**src/rtl/taillight_pkg.sv**
```systemverilog
// Shared tail-light definitions: state codes, request decode, sweep lengths.
// The LED output stage reuses state_e so both sides agree on the encoding.
package taillight_pkg;

  typedef enum logic [2:0] {
    IDLE       = 3'b000,
    HAZARDS    = 3'b001,
    TURN_LEFT  = 3'b010,
    TURN_RIGHT = 3'b011
  } state_e;

  typedef enum logic [1:0] {
    REQ_NONE = 2'd0,
    REQ_HAZ  = 2'd1,
    REQ_L    = 2'd2,
    REQ_R    = 2'd3
  } req_e;

  localparam int unsigned PHASE_W = 2;

  // Last phase index of each pattern
  localparam logic [PHASE_W-1:0] TURN_LAST = 2'd3;
  localparam logic [PHASE_W-1:0] HAZ_LAST  = 2'd1;

  // Priority decode: hazard (or both turn switches) beats a single turn switch
  function automatic req_e decode_req(input logic haz, input logic left, input logic right);
    req_e req;
    if (haz || (left && right)) req = REQ_HAZ;
    else if (left)              req = REQ_L;
    else if (right)             req = REQ_R;
    else                        req = REQ_NONE;
    return req;
  endfunction

  // State entered when acting on a request
  function automatic state_e req_state(input req_e req);
    state_e st;
    case (req)
      REQ_HAZ: st = HAZARDS;
      REQ_L:   st = TURN_LEFT;
      REQ_R:   st = TURN_RIGHT;
      default: st = IDLE;
    endcase
    return st;
  endfunction

endpackage

```
**src/rtl/taillight_sequencer_tick_prescaler.sv**
```systemverilog
// Blink prescaler: registered one-clk strobe once every TICK_DIV clocks.
module tick_prescaler #(
  parameter int unsigned TICK_DIV = 12_500_000
) (
  input  logic clk,
  input  logic reset,
  output logic tick
);

  localparam int unsigned CNT_W = $clog2(TICK_DIV + 1);
  localparam logic [CNT_W-1:0] CNT_LAST = CNT_W'(TICK_DIV - 1);

  logic [CNT_W-1:0] cnt_q, cnt_d;
  logic             tick_q, tick_d;

  // Count 0..TICK_DIV-1; strobe is raised for the clock after the terminal count
  always_comb begin
    tick_d = (cnt_q == CNT_LAST);
    cnt_d  = tick_d ? '0 : cnt_q + CNT_W'(1);
  end

  // Counter and strobe registers
  always_ff @(posedge clk or posedge reset) begin
    if (reset) begin
      cnt_q  <= '0;
      tick_q <= 1'b0;
    end else begin
      cnt_q  <= cnt_d;
      tick_q <= tick_d;
    end
  end

  assign tick = tick_q;

endmodule

```
**src/rtl/taillight_sequencer.sv**
```systemverilog
// Tail-light next-state controller. Turn sweeps always finish before the state
// changes unless hazards pre-empt them. Define SW_SYNC_EN to put a 2-flop
// synchronizer on each switch (adds 2 clk input latency).
module taillight_sequencer
  import taillight_pkg::*;
#(
  parameter int unsigned TICK_DIV = 12_500_000
) (
  input  logic       clk,
  input  logic       reset,
  input  logic       sw_hazard,
  input  logic       sw_left,
  input  logic       sw_right,
  output logic [2:0] current_state,
  output logic       tick,
  output logic [1:0] phase
  , output logic     busy
);

  logic [2:0]         sw_s;     // {hazard, left, right} as seen by decode
  req_e               req;
  state_e             state_q, state_d;
  logic [PHASE_W-1:0] phase_q, phase_d;

  tick_prescaler #(.TICK_DIV(TICK_DIV)) u_prescaler (
    .clk   (clk),
    .reset (reset),
    .tick  (tick)
  );

`ifdef SW_SYNC_EN
  logic [2:0] sync1_q, sync2_q;

  // Two-stage synchronizer for asynchronous switch inputs
  always_ff @(posedge clk or posedge reset) begin
    if (reset) begin
      sync1_q <= '0;
      sync2_q <= '0;
    end else begin
      sync1_q <= {sw_hazard, sw_left, sw_right};
      sync2_q <= sync1_q;
    end
  end

  assign sw_s = sync2_q;
`else
  assign sw_s = {sw_hazard, sw_left, sw_right};
`endif

  assign req = decode_req(sw_s[2], sw_s[1], sw_s[0]);

  // Next state and phase; only a tick can advance the sequencer
  always_comb begin
    state_d = state_q;
    phase_d = phase_q;
    if (tick) begin
      case (state_q)
        IDLE: begin
          state_d = req_state(req);
          phase_d = '0;
        end
        TURN_LEFT, TURN_RIGHT: begin
          if (req == REQ_HAZ) begin
            state_d = HAZARDS;
            phase_d = '0;
          end else if (phase_q == TURN_LAST) begin
            state_d = req_state(req);
            phase_d = '0;
          end else begin
            phase_d = phase_q + PHASE_W'(1);
          end
        end
        HAZARDS: begin
          if (req != REQ_HAZ && phase_q == HAZ_LAST) begin
            state_d = req_state(req);
            phase_d = '0;
          end else begin
            phase_d = (phase_q == HAZ_LAST) ? '0 : HAZ_LAST;
          end
        end
        default: begin
          state_d = IDLE;
          phase_d = '0;
        end
      endcase
    end
  end

  // State and phase registers
  always_ff @(posedge clk or posedge reset) begin
    if (reset) begin
      state_q <= IDLE;
      phase_q <= '0;
    end else begin
      state_q <= state_d;
      phase_q <= phase_d;
    end
  end

  assign current_state = state_q;
  assign phase         = phase_q;
  assign busy          = (state_q != IDLE);

endmodule

```
**config.mk**
```make
export PLATFORM = sky130hd
export DESIGN_NAME = taillight_sequencer
export DESIGN_NICKNAME = d
export VERILOG_FILES = /design/src/rtl/taillight_pkg.sv /design/src/rtl/taillight_sequencer_tick_prescaler.sv /design/src/rtl/taillight_sequencer.sv
export SDC_FILE = /design/constraint.sdc
export NUM_CORES = 1
export LEC_CHECK = 0
export CAP_MARGIN = 20
export CELL_PAD_IN_SITES_DETAIL_PLACEMENT = 1
export CELL_PAD_IN_SITES_GLOBAL_PLACEMENT = 2
export CORE_MARGIN = 2
export CORE_UTILIZATION = 36
export DETAILED_ROUTE_END_ITERATION = 8
export PLACE_DENSITY = 0.84
export SKIP_LAST_GASP = 1
export SLEW_MARGIN = 20
export SYNTH_ARGS = -nofsm -noshare
export SYNTH_HDL_FRONTEND = slang
export SYNTH_SLANG_ARGS = --single-unit
export TNS_END_PERCENT = 10
```
**constraint.sdc**
```tcl
create_clock -name clk -period 2.8 [get_ports clk]
set_clock_uncertainty 0.2 [all_clocks]
set_input_delay 0.56 -clock clk [delete_from_list [all_inputs] [get_ports clk]]
set_output_delay 0.56 -clock clk [all_outputs]
set_load 0.05 [all_outputs]
```
==> run_results.csv, run 1 <==
group,metric,value,unit
status,status,"finished clean",
power_and_ir_drop,p_leak,0.7682,nW
setup_path,crit_arrival,1.74,ns
yosys,synth_cell_types,35,
cts,cts_hold_buf,0,
timing,maxSlewViolCount,0,
cells_and_area,diodes,0,
yosys,synthSimpleGateAreaFrac,22.79,%
yosys,yosysWarnings,0,
cts,clock_path_buffers,2,
timing,tightest_slew,0.5075,ns
yosys,synth_fa_ha_area_share,3.428,%
job,cap_viol_max_count,0,
place,portBuffers,10,
cts,insertion_delay,0.28,ns
setup_path,start_kind,"register",
setup_path,end_kind,"primary output",
cts,path_clk_slew,0.06,ns
cts,numCtsBuffers,5,
yosys,synth_mux_area_share,1.371,%
die,die_height,67.69,um
timing,finalCriticalPeriod,2.500,ns
power_and_ir_drop,powerDensity,461.2,nW/um^2
cts,htree_num_levels,2,
global_route,grt_use_total,16.31,%
global_route,grt_pass1_wl,5533,um
die,ios,12,
timing,setup_viol,0,
global_route,antenna_found_initial,0,
timing,slew_headroom,66.06,%
yosys,synth-compound-area-share,11.05,%
routing,drtIter0Drc,45,
timing,rsz0062_at_grt,"false",
yosys,ys_seq_elements,29,
timing,totalNegativeSetupSlack,0,ns
cells_and_area,stdcell_count,214,
setup_path,required,2.04,ns
yosys,syn-num-nets,157,
die,num_rows,23,
yosys,syn_area_per_cell,9.866,sq um
place,place_congestion,0.7430,
yosys,synth-edff-count,0,
global_route,grt_pass1_vias,1236,
cts,cts_setup_buffers,0,
yosys,synth_area,1460,sq um
yosys,netlist_instances,148,
cts,root_buffer,"clkbuf_8",
setup_path,worstSetupPathType,"reg -> out",
timing,fmax,400.0,MHz
yosys,synthArstFlopShare,100.0,%
routing,num_vias,1138,
setup_path,r2r_cells,5,
cells_and_area,drive_above_1_share,7.927,%
die,dieWidth,67.69,um
routing,wirelength,3170,um
cts,cts_resized,0,
timing,finalHoldViolCount,0,
timing,period_share,89.29,%
place,place_hpwl,2313,um
global_route,grt_overflow_total,0,
power_and_ir_drop,ir_drop,221.6,uV
cts,clkSinkCount,29,
yosys,ys.flop_type,"dfrtp_1",
cells_and_area,final_common_cell,"dfrtp_1",
routing,wire_per_inst,14.81,um
global_route,grt_max_degree,30,
die,die_area,4581,sq um
die,core,3943,sq um
yosys,synth_top_family_by_area,"simple AND/OR/NAND/NOR gates",
cells_and_area,areaGrowthSynthToFinish,17.05,%
place,place_inst,207,
routing,vias_per_cell,5.318,
timing,hold_slack,0.2858,ns
setup_path,critPathMaxFanout,7,
yosys,yosysSeqAreaShare,49.70,%
cells_and_area,mostFrequentLayoutCells,"dfrtp_1 (29), nor2_1 (12), nand2_1 (11)",
die,start_util,37.04,%
routing,drt_first_pass_iters,4,
routing,drc,0,
cts,cts_tree,"built",
cells_and_area,fin_nets,173,
worst_hold_path,worstHoldPathType,"reg -> reg",
routing,drtAntennaViolNets,0,
yosys,synth_xor_xnor_area_share,7.798,%
worst_hold_path,worstHoldPathCells,1,
## cells by family (layout without fill, tap and decap cells)
| kind of cell | Yosys count | count (layout) |
|---|---|---|
| and+or+nand+nor | 61 | 61 |
| DFF | 29 | 29 |
| AOI/OAI and AO/OA | 26 | 26 |
| xor gates and xnor gates | 13 | 13 |
| buffers and inverters | 12 | 28 |
| adders and majority gates | 4 | 4 |
| muxes | 2 | 2 |
| other | 1 | 1 |
## critical path, stage by stage, from the launching register on
cell,delay (ns)
dfrtp_1,0.45
or2_2,0.32
clkdlybuf4s50_1,0.70
## cell type report
type	instances	area [sq um]
Multi-Input combinational cell	107	681.9
Timing Repair Buffer	13	122.6
Clock buffer	7	86.33
Fill cell	445	2233
Tap cell	50	62.56
Sequential cell	29	725.7
Inverter	8	30.03
## synthesized netlist by cell type, types with 2 or more instances
cell type	number	area share, %
ha_1	4	3.4
nor4_1	2	0.86
nand2_1	11	2.8
or4_1	6	3.1
or3_1	3	1.3
xor2_1	10	6.0
o31ai_1	6	3.1
nand3_1	8	2.7
and4_1	2	1.2
o21ai_0	6	2.1
buf_2	3	1.0
nor2_1	12	3.1
inv_1	8	2.1
dfrtp_1	29	50
nor3_1	7	2.4
a21oi_1	9	3.1
xnor2_1	3	1.8
mux2i_1	2	1.4
## metal layers
| layer | global-route usage [%] | routed length (um) | up-vias | share of wire [%] |
|---|---|---|---|---|
| li1 | - | - | 553 | - |
| met1 | 19.68 | 1506 | 568 | 48 |
| met2 | 26.72 | 1539 | 10 | 49 |
| met3 | 4.833 | 71 | 7 | 2.2 |
| met4 | 7.398 | 53 | 0 | 1.7 |
| met5 | 0 | 0 | - | 0 |
## state kept, by name, summed over array words and instances, names as in the netlist
signal / count
current_state: 2
u_prescaler.tick: 1
u_prescaler.cnt_q: 24
phase: 2
## path summary, 6_finish.rpt
check	startpoint	slack, ns	end
setup / recovery	current_state[1]	0.30	busy
hold / removal	u_prescaler.cnt_q[0]	0.29	u_prescaler.cnt_q[0]
setup reg to reg	u_prescaler.cnt_q[0]	0.40	u_prescaler.cnt_q[20]
hold reg to reg	u_prescaler.cnt_q[0]	0.29	u_prescaler.cnt_q[0]
max in group asynchronous	reset	1.67	u_prescaler.cnt_q[18]
min in group asynchronous	reset	0.46	u_prescaler.cnt_q[4]
## metrics by stage
stage                     cell area [sq um]  power (mW)  util [%]  worst slack, ns
after floorplan                        1460      0.4392         -           0.6092
final                                  1709      0.7883     43.35           0.2998
after detailed placement               1623      0.4490     41.16           0.3896
after global routing                   1709      0.8135     43.35           0.2256
after CTS                              1709      0.7995     43.35           0.2821
after global placement                 1623      0.4481     41.16           0.4980
## power breakdown
group / switching (mW) / total [mW] / leakage [nW] / internal, mW
logic: 0.0144 / 0.0214 / 0.338 / 0.00708
clock network: 0.153 / 0.348 / 0.0443 / 0.195
registers: 0 / 0.419 / 0.386 / 0.419
(Power assumes the default switching activity.)
==> inputs of run 2 (changes only) <==
--- a/config.mk
+++ b/config.mk
@@ -10,6 +10,7 @@
 export CELL_PAD_IN_SITES_GLOBAL_PLACEMENT = 2
 export CORE_MARGIN = 2
 export CORE_UTILIZATION = 36
+export CTS_CLUSTER_DIAMETER = 80
 export DETAILED_ROUTE_END_ITERATION = 8
 export PLACE_DENSITY = 0.84
 export SKIP_LAST_GASP = 1
==> results of run 2 <==
The final DEF is identical to that of run 1; final timing and power are the same.
